==> src/rtl/axi_axis_writer_if.sv <==
// Bus bundle for axi_axis_writer: the AXI4-Lite slave channels (AW, W, B, AR, R)
// and the AXI4-Stream master channel (m_axis_*).
//   slave  modport : view of the writer block (accepts AXI-Lite, drives the stream)
//   master modport : view of the environment (CPU side driving AXI-Lite, stream sink)
// Widths are parameters so the same bundle serves narrow and wide stream variants.
interface axi_axis_writer_if #(
    parameter int AXI_DATA_WIDTH  = 32,
    parameter int AXI_ADDR_WIDTH  = 12,
    parameter int AXIS_DATA_WIDTH = 32
);
    // AXI4-Lite write address / data / response
    logic [AXI_ADDR_WIDTH-1:0]  s_axi_awaddr;
    logic                       s_axi_awvalid;
    logic                       s_axi_awready;
    logic [AXI_DATA_WIDTH-1:0]  s_axi_wdata;
    logic                       s_axi_wvalid;
    logic                       s_axi_wready;
    logic [1:0]                 s_axi_bresp;
    logic                       s_axi_bvalid;
    logic                       s_axi_bready;
    // AXI4-Lite read address / data
    logic [AXI_ADDR_WIDTH-1:0]  s_axi_araddr;
    logic                       s_axi_arvalid;
    logic                       s_axi_arready;
    logic [AXI_DATA_WIDTH-1:0]  s_axi_rdata;
    logic [1:0]                 s_axi_rresp;
    logic                       s_axi_rvalid;
    logic                       s_axi_rready;
    // AXI4-Stream master
    logic [AXIS_DATA_WIDTH-1:0] m_axis_tdata;
    logic                       m_axis_tvalid;
    logic                       m_axis_tready;

    modport slave (
        input  s_axi_awaddr, s_axi_awvalid, s_axi_wdata, s_axi_wvalid, s_axi_bready,
        input  s_axi_araddr, s_axi_arvalid, s_axi_rready, m_axis_tready,
        output s_axi_awready, s_axi_wready, s_axi_bresp, s_axi_bvalid,
        output s_axi_arready, s_axi_rdata, s_axi_rresp, s_axi_rvalid,
        output m_axis_tdata, m_axis_tvalid
    );

    modport master (
        output s_axi_awaddr, s_axi_awvalid, s_axi_wdata, s_axi_wvalid, s_axi_bready,
        output s_axi_araddr, s_axi_arvalid, s_axi_rready, m_axis_tready,
        input  s_axi_awready, s_axi_wready, s_axi_bresp, s_axi_bvalid,
        input  s_axi_arready, s_axi_rdata, s_axi_rresp, s_axi_rvalid,
        input  m_axis_tdata, m_axis_tvalid
    );
endinterface

==> src/rtl/axi_axis_writer.sv <==
// axi_axis_writer: AXI4-Lite slave that queues CPU writes to the DATA register in a
// FIFO and presents them in write order on an AXI4-Stream master port.
// Register map (word index = addr[AXI_ADDR_WIDTH-1:2], addr[1:0] ignored):
//   idx0 write : DATA   - push word (SLVERR + sticky overflow when full)
//   idx1 write : CTRL   - bit0 clears overflow, bit1 flushes the FIFO
//   idx0 read  : STATUS - [15:0] count, [16] empty, [17] full, [18] overflow
//   idx1 read  : FREE   - FIFO_DEPTH - count
//   other      : writes ignored (OKAY), reads return 0
// Ports:
//   aclk   - clock, all logic on the rising edge
//   areset - synchronous reset, active-high
//   bus    - axi_axis_writer_if.slave (AXI4-Lite slave + AXI4-Stream master)
module axi_axis_writer #(
    parameter int AXI_DATA_WIDTH  = 32,
    parameter int AXI_ADDR_WIDTH  = 12,
    parameter int AXIS_DATA_WIDTH = 32,
    parameter int FIFO_DEPTH      = 16
) (
    input  logic             aclk,
    input  logic             areset,
    axi_axis_writer_if.slave bus
);
    localparam int PTR_W = $clog2(FIFO_DEPTH);
    localparam int CNT_W = PTR_W + 1;
    localparam int IDX_W = AXI_ADDR_WIDTH - 2;

    localparam logic [IDX_W-1:0] IDX_DATA    = '0;
    localparam logic [IDX_W-1:0] IDX_CTRL    = IDX_W'(1);
    localparam logic [CNT_W-1:0] DEPTH_CNT   = CNT_W'(FIFO_DEPTH);
    localparam logic [1:0]       RESP_OKAY   = 2'b00;
    localparam logic [1:0]       RESP_SLVERR = 2'b10;

    // Write-channel latches: AW and W are captured independently and held
    // until the B handshake retires the transaction.
    logic                      aw_full_q, aw_full_d;
    logic [IDX_W-1:0]          aw_idx_q, aw_idx_d;
    logic                      w_full_q, w_full_d;
    logic [AXI_DATA_WIDTH-1:0] w_data_q, w_data_d;
    logic                      bvalid_q, bvalid_d;
    logic [1:0]                bresp_q, bresp_d;
    logic                      rvalid_q, rvalid_d;
    logic [AXI_DATA_WIDTH-1:0] rdata_q, rdata_d;
    logic                      overflow_q, overflow_d;

    // FIFO state
    logic [PTR_W-1:0]           wr_ptr_q, wr_ptr_d;
    logic [PTR_W-1:0]           rd_ptr_q, rd_ptr_d;
    logic [CNT_W-1:0]           count_q, count_d;
    logic [AXIS_DATA_WIDTH-1:0] fifo_mem [FIFO_DEPTH];
    logic [AXIS_DATA_WIDTH-1:0] push_data;

    logic                      aw_hs, w_hs, b_hs, ar_hs, r_hs;
    logic                      commit, is_full, push, pop, flush;
    logic [IDX_W-1:0]          rd_idx;
    logic [AXI_DATA_WIDTH-1:0] status_word, free_word;

    // Map the AXI-Lite word onto the stream width.
    generate
        if (AXIS_DATA_WIDTH == AXI_DATA_WIDTH) begin : g_same
            assign push_data = w_data_q;
        end else if (AXIS_DATA_WIDTH < AXI_DATA_WIDTH) begin : g_narrow
            assign push_data = w_data_q[AXIS_DATA_WIDTH-1:0];
        end else begin : g_wide
            assign push_data = {w_data_q, {(AXIS_DATA_WIDTH - AXI_DATA_WIDTH){1'b0}}};
        end
    endgenerate

    always_comb begin
        // NOTE: every signal assigned here gets a default first so no path can
        // leave it unassigned and infer a latch.
        aw_full_d  = aw_full_q;
        aw_idx_d   = aw_idx_q;
        w_full_d   = w_full_q;
        w_data_d   = w_data_q;
        bvalid_d   = bvalid_q;
        bresp_d    = bresp_q;
        rvalid_d   = rvalid_q;
        rdata_d    = rdata_q;
        overflow_d = overflow_q;
        wr_ptr_d   = wr_ptr_q;
        rd_ptr_d   = rd_ptr_q;
        count_d    = count_q;
        rd_idx     = bus.s_axi_araddr[AXI_ADDR_WIDTH-1:2];

        aw_hs  = bus.s_axi_awvalid && !aw_full_q;
        w_hs   = bus.s_axi_wvalid && !w_full_q;
        b_hs   = bvalid_q && bus.s_axi_bready;
        ar_hs  = bus.s_axi_arvalid && !rvalid_q;
        r_hs   = rvalid_q && bus.s_axi_rready;

        // Commit once both halves are held and no response is outstanding.
        commit  = aw_full_q && w_full_q && !bvalid_q;
        // Fullness is judged on the pre-edge count: a same-edge pop never makes room.
        is_full = (count_q == DEPTH_CNT);
        pop     = (count_q != '0) && bus.m_axis_tready;
        push    = commit && (aw_idx_q == IDX_DATA) && !is_full;
        flush   = commit && (aw_idx_q == IDX_CTRL) && w_data_q[1];

        if (aw_hs) begin
            aw_full_d = 1'b1;
            aw_idx_d  = bus.s_axi_awaddr[AXI_ADDR_WIDTH-1:2];
        end
        if (w_hs) begin
            w_full_d = 1'b1;
            w_data_d = bus.s_axi_wdata;
        end

        if (commit) begin
            bvalid_d = 1'b1;
            bresp_d  = RESP_OKAY;
            if (aw_idx_q == IDX_DATA && is_full) begin
                bresp_d    = RESP_SLVERR;
                overflow_d = 1'b1;
            end
            if (aw_idx_q == IDX_CTRL && w_data_q[0]) begin
                overflow_d = 1'b0;
            end
        end

        // Ready lines reopen on the edge after the response is taken.
        if (b_hs) begin
            bvalid_d  = 1'b0;
            aw_full_d = 1'b0;
            w_full_d  = 1'b0;
        end

        // Flush wins over a concurrent pop; the popped word is simply discarded.
        if (flush) begin
            wr_ptr_d = '0;
            rd_ptr_d = '0;
            count_d  = '0;
        end else begin
            if (push) wr_ptr_d = wr_ptr_q + PTR_W'(1);
            if (pop)  rd_ptr_d = rd_ptr_q + PTR_W'(1);
            count_d = count_q + CNT_W'(push) - CNT_W'(pop);
        end

        // Read data reflects the state after the AR handshake edge.
        status_word              = '0;
        status_word[CNT_W-1:0]   = count_d;
        status_word[16]          = (count_d == '0);
        status_word[17]          = (count_d == DEPTH_CNT);
        status_word[18]          = overflow_d;
        free_word                = '0;
        free_word[CNT_W-1:0]     = DEPTH_CNT - count_d;

        if (r_hs) begin
            rvalid_d = 1'b0;
        end
        if (ar_hs) begin
            rvalid_d = 1'b1;
            if (rd_idx == IDX_DATA) begin
                rdata_d = status_word;
            end else if (rd_idx == IDX_CTRL) begin
                rdata_d = free_word;
            end else begin
                rdata_d = '0;
            end
        end
    end

    always_ff @(posedge aclk) begin
        // NOTE: sequential state uses non-blocking assignments so every flop
        // samples its pre-edge inputs regardless of statement order.
        if (areset) begin
            aw_full_q  <= 1'b0;
            aw_idx_q   <= '0;
            w_full_q   <= 1'b0;
            w_data_q   <= '0;
            bvalid_q   <= 1'b0;
            bresp_q    <= RESP_OKAY;
            rvalid_q   <= 1'b0;
            rdata_q    <= '0;
            overflow_q <= 1'b0;
            wr_ptr_q   <= '0;
            rd_ptr_q   <= '0;
            count_q    <= '0;
        end else begin
            aw_full_q  <= aw_full_d;
            aw_idx_q   <= aw_idx_d;
            w_full_q   <= w_full_d;
            w_data_q   <= w_data_d;
            bvalid_q   <= bvalid_d;
            bresp_q    <= bresp_d;
            rvalid_q   <= rvalid_d;
            rdata_q    <= rdata_d;
            overflow_q <= overflow_d;
            wr_ptr_q   <= wr_ptr_d;
            rd_ptr_q   <= rd_ptr_d;
            count_q    <= count_d;
        end
    end

    // NOTE: the storage array is deliberately not reset; the count and pointers
    // define which entries are valid, so clearing the array would buy nothing.
    always_ff @(posedge aclk) begin
        if (!areset && push) begin
            fifo_mem[wr_ptr_q] <= push_data;
        end
    end

    assign bus.s_axi_awready = !aw_full_q;
    assign bus.s_axi_wready  = !w_full_q;
    assign bus.s_axi_bvalid  = bvalid_q;
    assign bus.s_axi_bresp   = bresp_q;
    assign bus.s_axi_arready = !rvalid_q;
    assign bus.s_axi_rvalid  = rvalid_q;
    assign bus.s_axi_rdata   = rdata_q;
    assign bus.s_axi_rresp   = RESP_OKAY;
    assign bus.m_axis_tvalid = (count_q != '0);
    assign bus.m_axis_tdata  = fifo_mem[rd_ptr_q];

    // Address byte-lane bits and unused data bits are intentionally ignored.
    logic unused_bits;
    assign unused_bits = ^{bus.s_axi_awaddr[1:0], bus.s_axi_araddr[1:0], w_data_q};
endmodule
==> src/flat_wrapper.sv <==
// flat-port wrapper written by rule: the top's interface ports become plain ports
module axi_axis_writer_flat 
#(
    parameter int AXI_DATA_WIDTH  = 32,
    parameter int AXI_ADDR_WIDTH  = 12,
    parameter int AXIS_DATA_WIDTH = 32,
    parameter int FIFO_DEPTH      = 16
)
  (aclk, areset, bus_s_axi_awaddr, bus_s_axi_awvalid, bus_s_axi_wdata, bus_s_axi_wvalid, bus_s_axi_bready, bus_s_axi_araddr, bus_s_axi_arvalid, bus_s_axi_rready, bus_m_axis_tready, bus_s_axi_awready, bus_s_axi_wready, bus_s_axi_bresp, bus_s_axi_bvalid, bus_s_axi_arready, bus_s_axi_rdata, bus_s_axi_rresp, bus_s_axi_rvalid, bus_m_axis_tdata, bus_m_axis_tvalid);
  axi_axis_writer_if #(.AXI_DATA_WIDTH(AXI_DATA_WIDTH), .AXI_ADDR_WIDTH(AXI_ADDR_WIDTH), .AXIS_DATA_WIDTH(AXIS_DATA_WIDTH)) bus_i ();
  input  logic aclk;
  input  logic areset;
  input wire logic [$bits(bus_i.s_axi_awaddr)-1:0] bus_s_axi_awaddr;
  input wire logic [$bits(bus_i.s_axi_awvalid)-1:0] bus_s_axi_awvalid;
  input wire logic [$bits(bus_i.s_axi_wdata)-1:0] bus_s_axi_wdata;
  input wire logic [$bits(bus_i.s_axi_wvalid)-1:0] bus_s_axi_wvalid;
  input wire logic [$bits(bus_i.s_axi_bready)-1:0] bus_s_axi_bready;
  input wire logic [$bits(bus_i.s_axi_araddr)-1:0] bus_s_axi_araddr;
  input wire logic [$bits(bus_i.s_axi_arvalid)-1:0] bus_s_axi_arvalid;
  input wire logic [$bits(bus_i.s_axi_rready)-1:0] bus_s_axi_rready;
  input wire logic [$bits(bus_i.m_axis_tready)-1:0] bus_m_axis_tready;
  output wire logic [$bits(bus_i.s_axi_awready)-1:0] bus_s_axi_awready;
  output wire logic [$bits(bus_i.s_axi_wready)-1:0] bus_s_axi_wready;
  output wire logic [$bits(bus_i.s_axi_bresp)-1:0] bus_s_axi_bresp;
  output wire logic [$bits(bus_i.s_axi_bvalid)-1:0] bus_s_axi_bvalid;
  output wire logic [$bits(bus_i.s_axi_arready)-1:0] bus_s_axi_arready;
  output wire logic [$bits(bus_i.s_axi_rdata)-1:0] bus_s_axi_rdata;
  output wire logic [$bits(bus_i.s_axi_rresp)-1:0] bus_s_axi_rresp;
  output wire logic [$bits(bus_i.s_axi_rvalid)-1:0] bus_s_axi_rvalid;
  output wire logic [$bits(bus_i.m_axis_tdata)-1:0] bus_m_axis_tdata;
  output wire logic [$bits(bus_i.m_axis_tvalid)-1:0] bus_m_axis_tvalid;
  assign bus_i.s_axi_awaddr = bus_s_axi_awaddr;
  assign bus_i.s_axi_awvalid = bus_s_axi_awvalid;
  assign bus_i.s_axi_wdata = bus_s_axi_wdata;
  assign bus_i.s_axi_wvalid = bus_s_axi_wvalid;
  assign bus_i.s_axi_bready = bus_s_axi_bready;
  assign bus_i.s_axi_araddr = bus_s_axi_araddr;
  assign bus_i.s_axi_arvalid = bus_s_axi_arvalid;
  assign bus_i.s_axi_rready = bus_s_axi_rready;
  assign bus_i.m_axis_tready = bus_m_axis_tready;
  assign bus_s_axi_awready = bus_i.s_axi_awready;
  assign bus_s_axi_wready = bus_i.s_axi_wready;
  assign bus_s_axi_bresp = bus_i.s_axi_bresp;
  assign bus_s_axi_bvalid = bus_i.s_axi_bvalid;
  assign bus_s_axi_arready = bus_i.s_axi_arready;
  assign bus_s_axi_rdata = bus_i.s_axi_rdata;
  assign bus_s_axi_rresp = bus_i.s_axi_rresp;
  assign bus_s_axi_rvalid = bus_i.s_axi_rvalid;
  assign bus_m_axis_tdata = bus_i.m_axis_tdata;
  assign bus_m_axis_tvalid = bus_i.m_axis_tvalid;
  axi_axis_writer #(.AXI_DATA_WIDTH(AXI_DATA_WIDTH), .AXI_ADDR_WIDTH(AXI_ADDR_WIDTH), .AXIS_DATA_WIDTH(AXIS_DATA_WIDTH), .FIFO_DEPTH(FIFO_DEPTH)) u_core (.aclk(aclk), .areset(areset), .bus(bus_i));
endmodule
==> config.mk <==
export PLATFORM = sky130hd
export DESIGN_NAME = axi_axis_writer_flat
export DESIGN_NICKNAME = d
export VERILOG_FILES = /design/src/rtl/axi_axis_writer_if.sv /design/src/rtl/axi_axis_writer.sv /design/src/flat_wrapper.sv
export SDC_FILE = /design/constraint.sdc
export NUM_CORES = 1
export LEC_CHECK = 0
export CAP_MARGIN = 20
export CORE_ASPECT_RATIO = 1.1
export CORE_UTILIZATION = 59
export DETAILED_ROUTE_END_ITERATION = 16
export GPL_TIMING_DRIVEN = 1
export PLACE_DENSITY = 0.79
export SLEW_MARGIN = 20
export SYNTH_ARGS = -nofsm -noshare
export SYNTH_HDL_FRONTEND = slang
export SYNTH_SLANG_ARGS = --single-unit
==> constraint.sdc <==
create_clock -name aclk -period 4.6 [get_ports aclk]
set_input_delay 1.38 -clock aclk [delete_from_list [all_inputs] [get_ports aclk]]
set_output_delay 1.38 -clock aclk [all_outputs]
set_load 0.01 [all_outputs]
==> results of run 1 <==
[routing by layer]
| layer | track usage | share of wire | up-vias |
|---|---|---|---|
| met5 | 0 | 0.00033 | - |
| li1 | - | - | 4762 |
| met4 | 0.07870 | 0.025 | 2 |
| met3 | 0.04632 | 0.091 | 103 |
| met1 | 0.3583 | 0.37 | 5829 |
| met2 | 0.4461 | 0.52 | 706 |
[report_power, final]
group | total [mW] | internal [mW] | switching [mW]
clock network | 5.09 | 3.15 | 1.94
logic | 2.38 | 1.34 | 1.04
registers | 5.98 | 5.83 | 0.146
total | 13.4 | 10.3 | 3.13
[state kept, by name (all words and copies together), names as in the netlist, 4 cells and up, named ones only]
signal,count
u_core.fifo_mem,512
u_core.bus.s_axi_rdata,8
u_core.rd_ptr_q,4
u_core.wr_ptr_q,4
u_core.count_q,5
u_core.push_data,32
u_core.aw_idx_q,10
[worst max-delay path: cells and delay by family (launching register included)]
| family | cells | cell delay (ns) |
|---|---|---|
| buffers and inverters | 2 | 0.80 |
| DFF | 1 | 0.63 |
| muxes | 2 | 1.12 |
[synth_stat cells (2+ instances only)]
| cell type | count |
|---|---|
| dfxtp_1 | 73 |
| o21bai_1 | 2 |
| o21a_1 | 3 |
| mux4_1 | 32 |
| and3_1 | 2 |
| nand3_1 | 8 |
| a32oi_1 | 3 |
| o21ai_0 | 3 |
| nor4_1 | 3 |
| nor2b_1 | 4 |
| buf_1 | 3 |
| nand2_1 | 97 |
| xnor2_1 | 9 |
| clkbuf_1 | 30 |
| and4_1 | 3 |
| a22oi_1 | 2 |
| and4b_1 | 2 |
| xor2_1 | 3 |
| buf_4 | 27 |
| mux4_2 | 128 |
| buf_6 | 13 |
| inv_1 | 16 |
| and2_1 | 12 |
| nor3_1 | 3 |
| edfxtp_1 | 512 |
| a21oi_1 | 51 |
| buf_2 | 5 |
| nor2_1 | 26 |
| ha_1 | 13 |
[cell families after synthesis]
logic type | share of synthesized area
flip-flops | 0.7432
AND/OR/NAND/NOR | 0.03529
multiplexers | 0.1648
buffers and inverters | 0.02530
AO/OA/AOI/OAI | 0.01856
adder cells (fa/ha/maj) | 0.008064
XOR/XNOR | 0.004640
other | 0.0001655
[area by class of cell]
cell class / count / area, um^2 / share of cell area
flip-flops and latches: 585 / 16850 / 0.6335
multi-input cells: 457 / 5395 / 0.2029
well taps: 494 / 618.1 / 0.02324
inverters: 16 / 60.06 / 0.002258
diodes: 1 / 2.502 / 0.00009410
clock inverters: 33 / 524.3 / 0.01971
clock buffers: 70 / 1535 / 0.05773
repair buffers: 149 / 1612 / 0.06060
[worst max path at each step]
| stage | start | endpoint | slack [ns] | cells after the start |
|---|---|---|---|---|
| 2_1_floorplan | areset | u_core.fifo_mem[0][0]$_DFFE_PP_ | 0.98 | 4 |
| 3_3_place_gp | bus_m_axis_tready | u_core.bus.s_axi_rdata[4]$_SDFFE_PP0P_ | 0.45 | 13 |
| 3_5_place_dp | bus_m_axis_tready | u_core.bus.s_axi_rdata[4]$_SDFFE_PP0P_ | 0.38 | 13 |
| 4_1_cts | register | bus_m_axis_tdata[26] | 0.06 | 4 |
| 5_1_grt | register | bus_m_axis_tdata[2] | 0.02 | 4 |
| 6_report | register | bus_m_axis_tdata[26] | 0.08 | 4 |
[what timing repair did]
item / in CTS / in global routing
endpoints found under the hold margin: 0 / 0
setup endpoints to repair: 19 / 0
gates resized for setup: 0 / 0
buffers inserted: 1 / 0
==> impl_metrics.tcl, run 1 <==
set metrics [dict create \
    slowest_delay_ns 0.63 \
    die_y_um 207.5 \
    synth_area_leaders "edfxtp_1 (68%), mux4_2 (13%), dfxtp_1 (6.5%)" \
    fin_crit_ns 4.520 \
    ios 138 \
    synth_cell_types 52 \
    port_buffers 106 \
    coreArea_um2 37500 \
    rows 74 \
    start_kind "register" \
    worstPathRequired_ns 3.22 \
    ys_ff_latch 585 \
    overflow 0 \
    slowest_stage "dfxtp_4" \
    cts.sink_count 585 \
    rsz0062_at_grt "no" \
    p_leak_nw 8.769 \
    clk_pin_slew_ns 0.06 \
    maxSlewHeadroom 0.4779 \
    cts_inserted_buffers 55 \
    synth_cells 1111 \
    ctsHoldBuffers 0 \
    area_growth_pct 17.39 \
    place_congestion 0.7961 \
    clk_latency_ns 0.58 \
    synth_warnings 0 \
    final_util 0.7092 \
    hold_start "u_core.bus.s_axi_rdata[3]$_SDFFE_PP0P_" \
    final_max_slew_viol_count 0 \
    drc 0 \
    critPathArrivalTime_ns 3.14 \
    final_cell_mix "edfxtp_1 (512), mux4_2 (128), clkdlybuf4s50_1 (105), nand2_1 (97), dfxtp_1 (69)" \
    firstDrtPassIters 5 \
    r2r_slack_ns 0.96 \
    synth.top_cell.area_share 0.6787 \
    ir_worst_vdd_mv 0.3749 \
    clock_path_buffers 3 \
    final_common_cell "edfxtp_1" \
    antenna_found_initial 2 \
    drt-initial-drc-count 1350 \
    fill_cells 2117 \
    critPathKind "register to primary output" \
    hold_path.class "register to register" \
    fmax_mhz 221.2 \
    htree_levels 2 \
    holdPathStages 2 \
    synth.largest_area_cell "edfxtp_1" \
    grt_use_total 0.2651 \
    fin_ws_ns 0.08007 \
    finalPower_mw 13.44 \
    cts_tree "done" \
    detailedPlace.worstSlack_ns 0.3800 \
    placed_area_um2 24500 \
    post-route-cell-area_um2 26590 \
    die_w_um 188.8 \
    synthArstFlopShare 0 \
    yosysSeqAreaShare 0.7432 \
    grt_pass1_wl_um 74710 \
    r2r-end "u_core.bus.s_axi_rdata[4]$_SDFFE_PP0P_" \
    wirelength_um 50760 \
    cp_cell_sequence "buf_4 -> mux4_1 -> mux4_2 -> clkdlybuf4s50_1" \
    post-place-cells 1700 \
    cellPowerDensity_nw_per_um2 505.6 \
    drive_gt1_frac 0.2198 \
    layout.nets 1342 \
    cap_violations 0 \
    grt_max_degree 100 \
    finalHoldViolations 0 \
    fin_skew_ns 0.01036 \
    start_util 0.6041 \
    worstReg2RegStart "u_core.count_q[3]$_SDFF_PP0_" \
    grt_pass1_vias 11723 \
    wl_per_cell_um 28.12 \
    dp_hpwl_um 26240 \
    avgSynthCellArea_um2 20.39 \
    crit_fanout 15 \
    synth_area_um2 22650 \
    postRouteAntennaNets 0 \
    tightest_slew_ns 0.7831 \
    rr_worst_depth 15 \
    vias 11402 \
    hold_ws_ns 0.4569 \
    outcome "complete, no violations" \
    cts-root-buf "clkbuf_16" \
    via_per_inst 6.317 \
    setup_violations 0 \
    ys.flop_type "edfxtp_1" \
    synth-edff-count 512 \
    finalCritPeriodShare 0.9826 \
    end_kind "primary output" \
    hold_end "u_core.bus.s_axi_rdata[3]$_SDFFE_PP0P_" \
    setup_tns_ns 0 \
    instances_no_fill 1805 \
    fp.dieArea_um2 39190 \
]
Note: power is estimated with default switching activity, not from simulation.
==> inputs of run 2 (changes only) <==
--- a/config.mk
+++ b/config.mk
@@ -11,7 +11,6 @@
 export DETAILED_ROUTE_END_ITERATION = 16
 export GPL_TIMING_DRIVEN = 1
 export PLACE_DENSITY = 0.79
-export SLEW_MARGIN = 20
 export SYNTH_ARGS = -nofsm -noshare
 export SYNTH_HDL_FRONTEND = slang
 export SYNTH_SLANG_ARGS = --single-unit
==> results of run 2 <==
The final DEF is identical to that of run 1; final timing and power are the same.
==> inputs of run 3 (changes only) <==
--- a/config.mk
+++ b/config.mk
@@ -7,10 +7,13 @@
 export LEC_CHECK = 0
 export CAP_MARGIN = 20
 export CORE_ASPECT_RATIO = 1.1
+export CORE_MARGIN = 4
 export CORE_UTILIZATION = 59
 export DETAILED_ROUTE_END_ITERATION = 16
 export GPL_TIMING_DRIVEN = 1
+export MAX_ROUTING_LAYER = met4
 export PLACE_DENSITY = 0.79
+export SKIP_CTS_REPAIR_TIMING = 1
 export SYNTH_ARGS = -nofsm -noshare
 export SYNTH_HDL_FRONTEND = slang
 export SYNTH_SLANG_ARGS = --single-unit
==> impl_metrics.tcl, run 3 (synthesis results as in run 1) <==
set metrics [dict create \
    outcome "complete, no violations" \
    port_buffers 106 \
    hold_path.class "register to register" \
    dp_hpwl_um 25930 \
    post-place-cells 1700 \
    finalHoldViolations 0 \
    die_y_um 213.5 \
    multi_input_area_um2 5395 \
    wirelength_um 50620 \
    grt_use_total 0.2490 \
    largest_reg_flops 512 \
    drc 0 \
    vias 11350 \
    antenna_found_initial 3 \
    postRouteAntennaNets 0 \
    final_common_cell "edfxtp_1" \
    htree_levels 2 \
    critPathArrivalTime_ns 3.07 \
    critPathKind "register to primary output" \
    drive_gt1_frac 0.2195 \
    rsz0062_at_grt "no" \
    place_congestion 0.7744 \
    start_kind "register" \
    grt_pass1_vias 11754 \
    instances_no_fill 1824 \
    r2r-end "u_core.bus.s_axi_rdata[4]$_SDFFE_PP0P_" \
    worstReg2RegStart "u_core.count_q[2]$_SDFF_PP0_" \
    fin_skew_ns 0.01780 \
    ios 138 \
    area_growth_pct 16.88 \
    regArea_um2 16850 \
    crit_fanout 31 \
    fp.dieArea_um2 41600 \
    layout.nets 1352 \
    final_max_slew_viol_count 0 \
    hold_start "u_core.aw_idx_q[1]$_SDFFE_PP0P_" \
    cts_inserted_buffers 56 \
    worstPathRequired_ns 3.22 \
    drt-initial-drc-count 1239 \
    clk_pin_slew_ns 0.06 \
    final_cell_mix "edfxtp_1 (512), mux4_2 (128), clkdlybuf4s50_1 (105), nand2_1 (97), dfxtp_1 (69)" \
    ir_worst_vdd_mv 0.3606 \
    holdPathStages 2 \
    finalCritPeriodShare 0.9678 \
    grt_max_degree 53 \
    cts-root-buf "clkbuf_16" \
    setup_violations 0 \
    fin_crit_ns 4.452 \
    tightest_slew_ns 0.7931 \
    grt_pass1_wl_um 73890 \
    cellPowerDensity_nw_per_um2 491.3 \
    rows 75 \
    die_w_um 194.8 \
    hold_ws_ns 0.4621 \
    clk_latency_ns 0.59 \
    r2r_slack_ns 0.96 \
    coreArea_um2 38010 \
    start_util 0.5961 \
    firstDrtPassIters 5 \
    top_register "u_core.fifo_mem" \
    cts_tree "done" \
    p_leak_nw 8.711 \
    overflow 0 \
    end_kind "primary output" \
    maxSlewHeadroom 0.4712 \
    cap_violations 0 \
    rr_worst_depth 14 \
    hold_end "u_core.aw_idx_q[1]$_SDFFE_PP0P_" \
    wl_per_cell_um 27.75 \
    cts.sink_count 585 \
    clock_path_buffers 3 \
    via_per_inst 6.223 \
    fmax_mhz 224.6 \
    fill_cells 2224 \
]
## run 3: worst max path at each step
stage / startpoint / end / slack, ns / cells after the start
2_1_floorplan: areset / u_core.fifo_mem[0][0]$_DFFE_PP_ / 0.98 / 4
3_3_place_gp: bus_m_axis_tready / u_core.bus.s_axi_rdata[4]$_SDFFE_PP0P_ / 0.45 / 13
3_5_place_dp: bus_m_axis_tready / u_core.bus.s_axi_rdata[4]$_SDFFE_PP0P_ / 0.30 / 12
4_1_cts: register / bus_m_axis_tdata[4] / -0.02 / 4
5_1_grt: register / bus_m_axis_tdata[6] / 0.07 / 4
6_report: register / bus_m_axis_tdata[7] / 0.15 / 4
## run 3: final cells by class
type                       count  area share
sequential                   585      0.6362
clock buffer                  78     0.05916
antenna                        3   0.0002835
multi-input combinational    457      0.2038
clock inverter                27     0.01110
tap                          500     0.02363
timing repair buffer         158     0.06360
inverter                      16    0.002268
## run 3: through the flow
stage / setup slack [ns] / utilization / total power, mW / TNS, ns / instance area [um^2]
after floorplan: 0.9757 / - / 7.747 / 0 / 22750
after global placement: 0.4488 / 0.6441 / 8.353 / 0 / 24480
after detailed placement: 0.3028 / 0.6441 / 8.405 / 0 / 24480
after CTS: -0.01626 / 0.6930 / 12.99 / -0.02942 / 26340
after global routing: 0.07291 / 0.6967 / 13.50 / 0 / 26480
final: 0.1479 / 0.6967 / 13.01 / 0 / 26480
## run 3: report_power, final
group / total (mW) / internal, mW / leakage, nW / switching [mW]
registers: 5.98 / 5.83 / 5.41 / 0.149
logic: 2.41 / 1.39 / 2.40 / 1.02
clock network: 4.62 / 2.68 / 0.900 / 1.95
total: 13.0 / 9.89 / 8.71 / 3.12
## run 3: critical path, cell delays in order, from the launching register on
cell and delay, ns:
dfxtp_4 0.69, buf_4 0.40, mux4_1 0.38, mux4_2 0.51, clkdlybuf4s50_1 0.51
## run 3: routing by layer
metal | vias to the layer above | track usage | wire, um
li1 | 4788 | - | -
met1 | 5881 | 0.3215 | 19240
met2 | 600 | 0.4180 | 26140
met3 | 81 | 0.04588 | 4080
met4 | 0 | 0.06863 | 1153
met5 | - | - | 0
